**config.mk**
```make
export PLATFORM = sky130hd
export DESIGN_NAME = alu_sequencer
export DESIGN_NICKNAME = d
export VERILOG_FILES = /design/src/rtl/alu_sequencer.sv
export SDC_FILE = /design/constraint.sdc
export NUM_CORES = 1
export LEC_CHECK = 0
export CORE_ASPECT_RATIO = 0.75
export CORE_MARGIN = 2
export CORE_UTILIZATION = 40
export CTS_CLUSTER_DIAMETER = 120
export DETAILED_ROUTE_END_ITERATION = 8
export HOLD_SLACK_MARGIN = 0.12
export PLACE_DENSITY_LB_ADDON = 0.08
export REMOVE_ABC_BUFFERS = 1
export SLEW_MARGIN = 10
export SYNTH_ARGS = -nofsm -noshare
export SYNTH_HDL_FRONTEND = slang
export SYNTH_SLANG_ARGS = --single-unit
```
**constraint.sdc**
```tcl
create_clock -name clk -period 5.73 [get_ports clk]
set_input_delay 0.573 -clock clk [delete_from_list [all_inputs] [get_ports clk]]
set_output_delay 0.573 -clock clk [all_outputs]
set_load 0.05 [all_outputs]
```
**src/rtl/alu_sequencer.sv**
```systemverilog
// rtl/alu_sequencer.sv - command FIFO and micro-step sequencer driving the opermux ALU
// Binary: LDB, SWAP, LDA, EXEC; unary: LDA, EXEC; raw: one step. Each step is SETUP then STROBE.
module alu_sequencer #(
   parameter int DEPTH   = 4,
   parameter int ALU_LAT = 1
) (
   input  logic       clk,
   input  logic       reset,
   input  logic       cmd_valid,
   output logic       cmd_ready,
   input  logic [3:0] cmd_op,
   input  logic [7:0] cmd_a,
   input  logic [7:0] cmd_b,
   output logic [3:0] alu_sel,
   output logic [7:0] alu_data,
   output logic       alu_en,
   input  logic [7:0] alu_y,
   output logic       res_valid,
   input  logic       res_ready,
   output logic [7:0] res_data,
   output logic [3:0] res_op,
   output logic       busy,
   output logic [7:0] done_cnt
);

   localparam int AW = (DEPTH > 1) ? $clog2(DEPTH) : 1;
   localparam int LW = (ALU_LAT > 1) ? $clog2(ALU_LAT) : 1;
   localparam logic [AW:0]   FULL_CNT = (AW+1)'(DEPTH);
   localparam logic [AW:0]   PTR_ONE  = (AW+1)'(1);
   localparam logic [LW-1:0] LAT_LAST = LW'(ALU_LAT - 1);
   localparam logic [1:0]    CL_BIN = 2'd0, CL_UN = 2'd1, CL_RAW = 2'd2;

   typedef enum logic [2:0] {
      S_IDLE, S_LDB, S_SWAP, S_LDA, S_EXEC, S_WAIT, S_HOLD, S_RAW
   } state_t;

   function automatic logic [1:0] op_class(input logic [3:0] op);
      case (op)
         4'h2, 4'h3, 4'hB, 4'hC: op_class = CL_UN;
         4'hD, 4'hE, 4'hF:       op_class = CL_RAW;
         default:                op_class = CL_BIN;
      endcase
   endfunction

   logic [19:0]   fifo_mem [DEPTH];
   logic [AW:0]   wr_ptr_q, rd_ptr_q;
   logic [AW:0]   fill;
   logic          full, empty, push, pop;
   logic [19:0]   head;

   state_t        state_q, state_d;
   logic          phase_q, phase_d;
   logic [LW-1:0] wait_q, wait_d;
   logic [3:0]    op_q, op_d;
   logic [7:0]    a_q, a_d, b_q, b_d;
   logic [3:0]    sel_q, sel_d;
   logic [7:0]    data_q, data_d;
   logic          en_q, en_d;
   logic          res_valid_q, res_valid_d;
   logic [7:0]    res_data_q, res_data_d;
   logic [3:0]    res_op_q, res_op_d;
   logic [7:0]    done_q, done_d;

   assign fill  = wr_ptr_q - rd_ptr_q;
   assign full  = (fill == FULL_CNT);
   assign empty = (wr_ptr_q == rd_ptr_q);
   assign push  = cmd_valid && !full;
   assign head  = fifo_mem[rd_ptr_q[AW-1:0]];

   always_ff @(posedge clk) begin
      if (push) fifo_mem[wr_ptr_q[AW-1:0]] <= {cmd_op, cmd_a, cmd_b};
   end

   always_comb begin
      state_d     = state_q;
      phase_d     = phase_q;
      wait_d      = wait_q;
      op_d        = op_q;
      a_d         = a_q;
      b_d         = b_q;
      sel_d       = sel_q;
      data_d      = data_q;
      en_d        = 1'b0;
      res_valid_d = res_valid_q;
      res_data_d  = res_data_q;
      res_op_d    = res_op_q;
      done_d      = done_q;
      pop         = 1'b0;
      case (state_q)
         S_IDLE: begin
            if (!empty) begin
               pop              = 1'b1;
               {op_d, a_d, b_d} = head;
               phase_d          = 1'b0;
               case (op_class(head[19:16]))
                  CL_BIN: begin
                     state_d = S_LDB;
                     sel_d   = 4'hF;
                     data_d  = head[7:0];
                  end
                  CL_UN: begin
                     state_d = S_LDA;
                     sel_d   = 4'hF;
                     data_d  = head[15:8];
                  end
                  default: begin
                     state_d = S_RAW;
                     sel_d   = head[19:16];
                     data_d  = head[15:8];
                  end
               endcase
            end
         end
         S_LDB, S_SWAP, S_LDA, S_EXEC, S_RAW: begin
            if (!phase_q) begin
               phase_d = 1'b1;
               en_d    = 1'b1;
            end else begin
               // Leaving a step: the next step's SETUP values are loaded here.
               phase_d = 1'b0;
               case (state_q)
                  S_LDB: begin
                     state_d = S_SWAP;
                     sel_d   = 4'hE;
                     data_d  = 8'h00;
                  end
                  S_SWAP: begin
                     state_d = S_LDA;
                     sel_d   = 4'hF;
                     data_d  = a_q;
                  end
                  S_LDA: begin
                     state_d = S_EXEC;
                     sel_d   = op_q;
                     data_d  = 8'h00;
                  end
                  S_EXEC: begin
                     state_d = S_WAIT;
                     wait_d  = '0;
                  end
                  default: state_d = S_IDLE;
               endcase
            end
         end
         S_WAIT: begin
            if (wait_q == LAT_LAST) begin
               res_valid_d = 1'b1;
               res_data_d  = alu_y;
               res_op_d    = op_q;
               done_d      = done_q + 8'd1;
               state_d     = S_HOLD;
            end else begin
               wait_d = wait_q + LW'(1);
            end
         end
         S_HOLD: begin
            if (res_ready) begin
               res_valid_d = 1'b0;
               state_d     = S_IDLE;
            end
         end
         default: state_d = S_IDLE;
      endcase
   end

   always_ff @(posedge clk or negedge reset) begin
      if (!reset) begin
         wr_ptr_q    <= '0;
         rd_ptr_q    <= '0;
         state_q     <= S_IDLE;
         phase_q     <= 1'b0;
         wait_q      <= '0;
         op_q        <= 4'h0;
         a_q         <= 8'h00;
         b_q         <= 8'h00;
         sel_q       <= 4'h0;
         data_q      <= 8'h00;
         en_q        <= 1'b0;
         res_valid_q <= 1'b0;
         res_data_q  <= 8'h00;
         res_op_q    <= 4'h0;
         done_q      <= 8'h00;
      end else begin
         if (push) wr_ptr_q <= wr_ptr_q + PTR_ONE;
         if (pop)  rd_ptr_q <= rd_ptr_q + PTR_ONE;
         state_q     <= state_d;
         phase_q     <= phase_d;
         wait_q      <= wait_d;
         op_q        <= op_d;
         a_q         <= a_d;
         b_q         <= b_d;
         sel_q       <= sel_d;
         data_q      <= data_d;
         en_q        <= en_d;
         res_valid_q <= res_valid_d;
         res_data_q  <= res_data_d;
         res_op_q    <= res_op_d;
         done_q      <= done_d;
      end
   end

   assign cmd_ready = !full;
   assign alu_sel   = sel_q;
   assign alu_data  = data_q;
   assign alu_en    = en_q;
   assign res_valid = res_valid_q;
   assign res_data  = res_data_q;
   assign res_op    = res_op_q;
   assign done_cnt  = done_q;
   assign busy      = !empty || (state_q != S_IDLE);

endmodule
```
==> parameters.txt, run 1 <==
Parameter                              Value

Timing
  Setup WS post-layout ... 2560 ps
  Highest clock rate ... 316 MHz
  Final period util ... 0.553
  Final hold violations ... 0
  Time the final worst path needs with I/O delays and setup ... 3170 ps
  Headroom to the max-slew limit ... 0.273
  TNS Setup ... 0 ps
  Final Skew ... 12.8 ps
  Setup Viol. Count Final ... 0
  Slew at the pin closest to its max-slew limit ... 1090 ps
  Fin. max-slew vios ... 0
  Setup repair after global routing missed its margin ... false

Floorplanning
  Area enclosed by the die boundary ... 15100 um^2
  Total number of placement rows ... 37
  Die X ... 141 um
  Vertical die dimension ... 107 um
  Boundary pin count ... 68
  Initial cell density of the core ... 0.412
  Placeable core area ... 13700 um^2

Logic synthesis
  Yosys warning total ... 0
  Average footprint of a synthesized cell ... 14.7 um^2
  Post-synth cell types ... 39
  Number of enable-type register cells in the synthesized netlist ... 80
  Cell count after synthesis ... 385
  Number of storage elements in the synthesis netlist ... 136
  Share of synthesized flip-flops with an asynchronous set or reset ... 0.412
  Cell Area, Synth ... 5660 um^2
  Ys flop type ... edfxtp_1
  Fraction of the yosys area taken by sequential cells ... 0.672

Placement
  Half-perimeter wire length after placement ... 7660 um
  Dpl ws ... 2750 ps
  GPL Wtd Cong ... 0.796
  Total of buffers placed on input and output ports ... 67

Clocking
  Post-cts hold buffer count ... 0
  Setup Buffers After CTS ... 0
  Worst-Skew Late Latency ... 410 ps
  CTS H-tree depth ... 4
  Cells resized by post-CTS repair ... 0
  Cell at the root of the clock tree ... clkbuf_16
  TritonCTS clock tree ... done
  Maximum root-to-sink buffer count ... 2
  Clock-pin slew on the worst setup and hold paths ... 60 ps
  Total CTS buffers ... 17
  Number of clock sinks seen by CTS ... 136

Flow run
  Max-cap viol count ... 0

Cells and area
  Antenna diode count ... 0
  Most common cell after layout, fill and taps aside ... edfxtp_1
  Fin nets ... 496
  Post-synthesis to final-layout area growth ... 24.3%
  Share of final-layout standard cells stronger than drive strength 1 ... 0.136
  Highest-count cells in the layout ignoring fill and taps ... edfxtp_1 (80), clkdlybuf4s50_1 (66), dfrtp_1 (56), nand2_1 (51), a21oi_1 (22)

Setup path
  Element type at the critical path start ... flip-flop
  WS Path Type ... flip-flop to output pin
  Critical path endpoint category ... output pin
  Largest fanout of any net on the critical path ... 23
  Data required time of the worst path ... 5160 ps
  RR Startpoint ... rd_ptr_q[0]
  Data arrival time of the critical path ... 2590 ps
  Worst Setup SP ... rd_ptr_q[0]

Power and ir drop
  Total leakage power ... 2.69 nW
  VDD IR-drop max ... 0.000323 V
  Total power per unit cell area ... 636 nW/um^2

Routing
  Vias ... 3288
  Average wire per standard cell ... 18.5 um
  DRC Markers ... 0
  Count of TritonRoute iterations in the first routing pass ... 5
  Vias/cell ... 5.11
  Initial DRC count ... 155
  Final Routed Wirelength ... 11900 um
  Antenna Nets Post-Route ... 0

Global route
  First-pass GRT wire length ... 18900 um
  Antenna violations before repair ... 0
  Vias in the first global route ... 3375
  Total Routing Usage GR ... 0.170
  Largest net degree at the start of global routing ... 57
  Grt total ovfl ... 0

Min path
  Hold Crit Class ... input pin to asynchronous set/reset pin

Status
  Status ... completed
## synth_stat cells (9+ instances only)
library cell	number	area (um^2)
mux2_2	13	146
edfxtp_1	80	2400
nand2_1	51	191
a21oi_1	22	110
nor2b_1	10	62.6
mux4_2	12	270
nor2_1	16	60.1
o21ai_0	17	85.1
clkbuf_1	11	41.3
o22ai_1	9	56.3
dfrtp_1	56	1400
## final timing paths
check	end	slack, ps	cells past startpoint
worst max-delay path	busy	2560	5
worst min-delay path	a_q[7]	300	2
worst max register to register	fifo_mem[1][6]	2810	6
worst min register to register	done_cnt[7]	460	1
max in group asynchronous	a_q[2]	4920	2
min in group clk	done_cnt[7]	460	1
## layout make-up
| cell class | count | area (um^2) |
|---|---|---|
| Clock buffer | 21 | 450 |
| Clock inverter | 11 | 101 |
| Multi-Input combinational cell | 219 | 1720 |
| Inverter | 9 | 33.8 |
| Tap cell | 175 | 219 |
| Fill cell | 1150 | 6710 |
| Timing Repair Buffer | 73 | 711 |
| Sequential cell | 136 | 3800 |
## metal layers
layer / up-vias / part of all wire / track usage
met3: 12 / 0.041 / 0.0482
met4: 0 / 0.0097 / 0.0600
met2: 61 / 0.44 / 0.243
met1: 1650 / 0.50 / 0.247
met5: - / 0 / 0
li1: 1565 / - / -
## critical path, stage by stage, from the launching register on
cell             delay (ps)
dfrtp_1                 320
buf_4                   360
ha_1                    350
and3_1                  260
nand2_1                  90
clkdlybuf4s50_1         800
## power breakdown
group | total [mW] | internal, mW | switching [mW]
clock | 1.01 | 0.608 | 0.407
sequential | 1.58 | 1.38 | 0.199
combinational | 1.88 | 0.729 | 1.15
total | 4.48 | 2.72 | 1.76
## stage by stage
stage | instances | hold WS [ps] | utilization | power, mW | instance area, um^2
CTS | 644 | 326 | 0.512 | 4.52 | 7040
global route | 644 | 363 | 0.512 | 4.76 | 7040
floorplan | 364 | 277 | - | 2.86 | 5560
finish | 644 | 296 | 0.512 | 4.48 | 7040
global placement | 612 | 454 | 0.472 | 3.47 | 6490
detailed placement | 612 | 458 | 0.472 | 3.50 | 6490
## flip-flops by register name, indices dropped and copies added, names as in the netlist
name,cells
fifo_mem,80
a_q,8
alu_data,8
done_cnt,8
res_data,8
alu_sel,4
op_q,4
res_op,4
rd_ptr_q,3
state_q,3
wr_ptr_q,3
alu_en,1
phase_q,1
res_valid,1
## kinds of logic after synthesis
kind of cell / after synthesis / share of synthesized area
AO/OA/AOI/OAI: 62 / 0.0670
XOR/XNOR: 14 / 0.0217
adder cells (fa/ha/maj): 8 / 0.0177
buffers and inverters: 30 / 0.0245
flip-flops: 136 / 0.672
multiplexers: 41 / 0.125
AND/OR/NAND/NOR: 94 / 0.0725
Power figures use the tool's default switching activity.
==> run 2: changes to the inputs <==
clock period = 2.8 ns   (was 5.73 ns; I/O delays follow)
==> run 2 against run 1 <==
Hold slack gained 82 ps. Routed wire length grew 2.5%. Non-clock buffer count grew 13. Critical path depth grew 2. Worst setup slack lost 2200 ps. Count of clock-buffer cells in the layout shrank 4. Combinational power grew 110%. Sequential share of layout area shrank 1.5 points. Register-to-register slack lost 2500 ps. Critical endpoint is now fifo_mem[1][1].
==> parameters.txt, run 2 (synthesis results as in run 1) <==
Parameter                              Value

Status
  Status ... completed (unchanged)

Timing
  Hold slack final ... 377 ps (was 296 ps)
  Time the final worst path needs with I/O delays and setup ... 2450 ps
  Fin. max-slew vios ... 0 (unchanged)
  Setup WS post-layout ... 355 ps (was 2560 ps)
  Setup repair after global routing missed its margin ... false (unchanged)
  Final hold violations ... 0 (unchanged)
  Slew at the pin closest to its max-slew limit ... 619 ps (was 1090 ps)
  Headroom to the max-slew limit ... 0.587 (was 0.273)
  Setup Viol. Count Final ... 0 (unchanged)
  Highest clock rate ... 409 MHz
  TNS Setup ... 0 ps (unchanged)
  Final period util ... 0.873
  Final Skew ... 5.10 ps (was 12.8 ps)

Setup path
  Worst Setup SP ... rd_ptr_q[1] (was rd_ptr_q[0])
  RR Startpoint ... rd_ptr_q[1] (was rd_ptr_q[0])
  Data required time of the worst path ... 2920 ps (was 5160 ps)
  Reg-to-reg slack, setup ... 350 ps (was 2810 ps)
  WS Path Type ... flip-flop to flip-flop (was flip-flop to output pin)
  Largest fanout of any net on the critical path ... 15 (was 23)
  Worst R2R Path Depth ... 7 (was 6)
  Critical path endpoint category ... flip-flop (was output pin)
  Element type at the critical path start ... flip-flop (unchanged)
  Data arrival time of the critical path ... 2560 ps (was 2590 ps)

Flow run
  Max-cap viol count ... 0 (unchanged)

Cells and area
  Number of fill cells ... 1146 (was 1150)
  Area used by multi-input combinational logic ... 1720 um^2 (unchanged)
  Highest-count cells in the layout ignoring fill and taps ... edfxtp_1 (80), clkdlybuf4s50_1 (64), dfrtp_1 (56), nand2_1 (51), a21oi_1 (22) (was edfxtp_1 (80), clkdlybuf4s50_1 (66), dfrtp_1 (56), nand2_1 (51), a21oi_1 (22))
  Fin nets ... 509 (was 496)
  Post-synthesis to final-layout area growth ... 28.0% (was 24.3%)
  Most common cell after layout, fill and taps aside ... edfxtp_1 (unchanged)
  Number of flip-flops in the largest register ... 80 (unchanged)
  Share of final-layout standard cells stronger than drive strength 1 ... 0.166 (was 0.136)
  Antenna diode count ... 0 (unchanged)
  Register cell area after layout ... 3800 um^2 (unchanged)

Placement
  GPL Wtd Cong ... 0.751 (was 0.796)
  Half-perimeter wire length after placement ... 8500 um (was 7660 um)
  Total of buffers placed on input and output ports ... 67 (unchanged)
  Dpl ws ... 354 ps (was 2750 ps)

Clocking
  Cells resized by post-CTS repair ... 0 (unchanged)
  Cell at the root of the clock tree ... clkbuf_16 (unchanged)
  Total CTS buffers ... 17 (unchanged)
  CTS H-tree depth ... 4 (unchanged)
  Worst-Skew Late Latency ... 410 ps (about the same)
  TritonCTS clock tree ... done (unchanged)
  Maximum root-to-sink buffer count ... 2 (unchanged)
  Post-cts hold buffer count ... 1 (was 0)
  Number of clock sinks seen by CTS ... 136 (unchanged)
  Clock-pin slew on the worst setup and hold paths ... 60 ps (about the same)
  Setup Buffers After CTS ... 0 (unchanged)

Routing
  Antenna Nets Post-Route ... 0 (unchanged)
  Count of TritonRoute iterations in the first routing pass ... 6 (was 5)
  Vias/cell ... 5.09 (was 5.11)
  Vias ... 3346 (was 3288)
  Initial DRC count ... 238 (was 155)
  Final Routed Wirelength ... 12200 um (was 11900 um)
  DRC Markers ... 0 (unchanged)
  Average wire per standard cell ... 18.6 um (was 18.5 um)

Global route
  Antenna violations before repair ... 0 (unchanged)
  Vias in the first global route ... 3393 (was 3375)
  Total Routing Usage GR ... 0.174 (was 0.170)
  First-pass GRT wire length ... 19500 um (was 18900 um)
  Grt total ovfl ... 0 (unchanged)
  Largest net degree at the start of global routing ... 37 (was 57)

Floorplanning
  Initial cell density of the core ... 0.412 (unchanged)
  Die X ... 141 um (unchanged)
  Total number of placement rows ... 37 (unchanged)
  Vertical die dimension ... 107 um (unchanged)
  Boundary pin count ... 68 (unchanged)
  Area enclosed by the die boundary ... 15100 um^2 (unchanged)
  Placeable core area ... 13700 um^2 (unchanged)

Min path
  Hold Crit Class ... input pin to asynchronous set/reset pin (unchanged)

Power and ir drop
  Total leakage power ... 2.81 nW (was 2.69 nW)
  Total power per unit cell area ... 1320 nW/um^2 (was 636 nW/um^2)
  VDD IR-drop max ... 0.000683 V (was 0.000323 V)
-- run 2: cell types whose count changed in the layout (fill, tap and decap cells not counted), sizes merged --
cell / previous run / this run
clkbuf: 21 / 17
buf: 7 / 21
clkdlybuf4s50: 66 / 64
clkinvlp: 4 / 3
bufinv: 1 / 3
inv: 10 / 12
clkinv: 5 / 6
dlygate4sd3: 0 / 1
-- run 2: worst paths after layout --
check	endpoint
worst max-delay path	fifo_mem[1][1]
worst min-delay path	res_op[2]
worst max register to register	fifo_mem[1][1]
worst min register to register	done_cnt[7]
max in group asynchronous	a_q[5]
min in group clk	res_data[1]
-- run 2: final cells by class --
cell class,count,area share
well taps,175,0.0302
clock inverters,15,0.0242
multi-input cells,219,0.237
flip-flops and latches,136,0.525
repair buffers,86,0.120
inverters,9,0.00466
clock buffers,17,0.0587
-- run 2: power breakdown --
group          internal, mW  switching (mW)  total (mW)  leakage (nW)
Combinational          1.66            2.37        4.03          1.11
Sequential             2.82           0.443        3.26          1.41
Clock                  1.40           0.861        2.26         0.287
Total                  5.88            3.67        9.56          2.81
-- run 2: routing by layer --
metal | share of wire | vias to the layer above | GRT usage
met5 | 0 | - | 0
met4 | 0.013 | 0 | 0.0600
met3 | 0.038 | 11 | 0.0469
met2 | 0.44 | 66 | 0.248
met1 | 0.51 | 1672 | 0.257
li1 | - | 1597 | -
-- run 2: worst max-delay path, stage by stage (launching register included) --
cell	delay, ps
dfrtp_1	530
inv_1	80
ha_1	180
nor2b_1	140
xnor2_1	90
a31oi_1	470
and2_1	440
buf_12	220
-- run 2: metrics by stage --
stage | total power, mW | cells | util | instance area (um^2)
CTS | 9.65 | 657 | 0.527 | 7240
global route | 10.1 | 657 | 0.527 | 7240
global placement | 7.32 | 624 | 0.482 | 6630
detailed placement | 7.35 | 624 | 0.482 | 6630
finish | 9.56 | 657 | 0.527 | 7240
floorplan | 5.85 | 364 | - | 5560
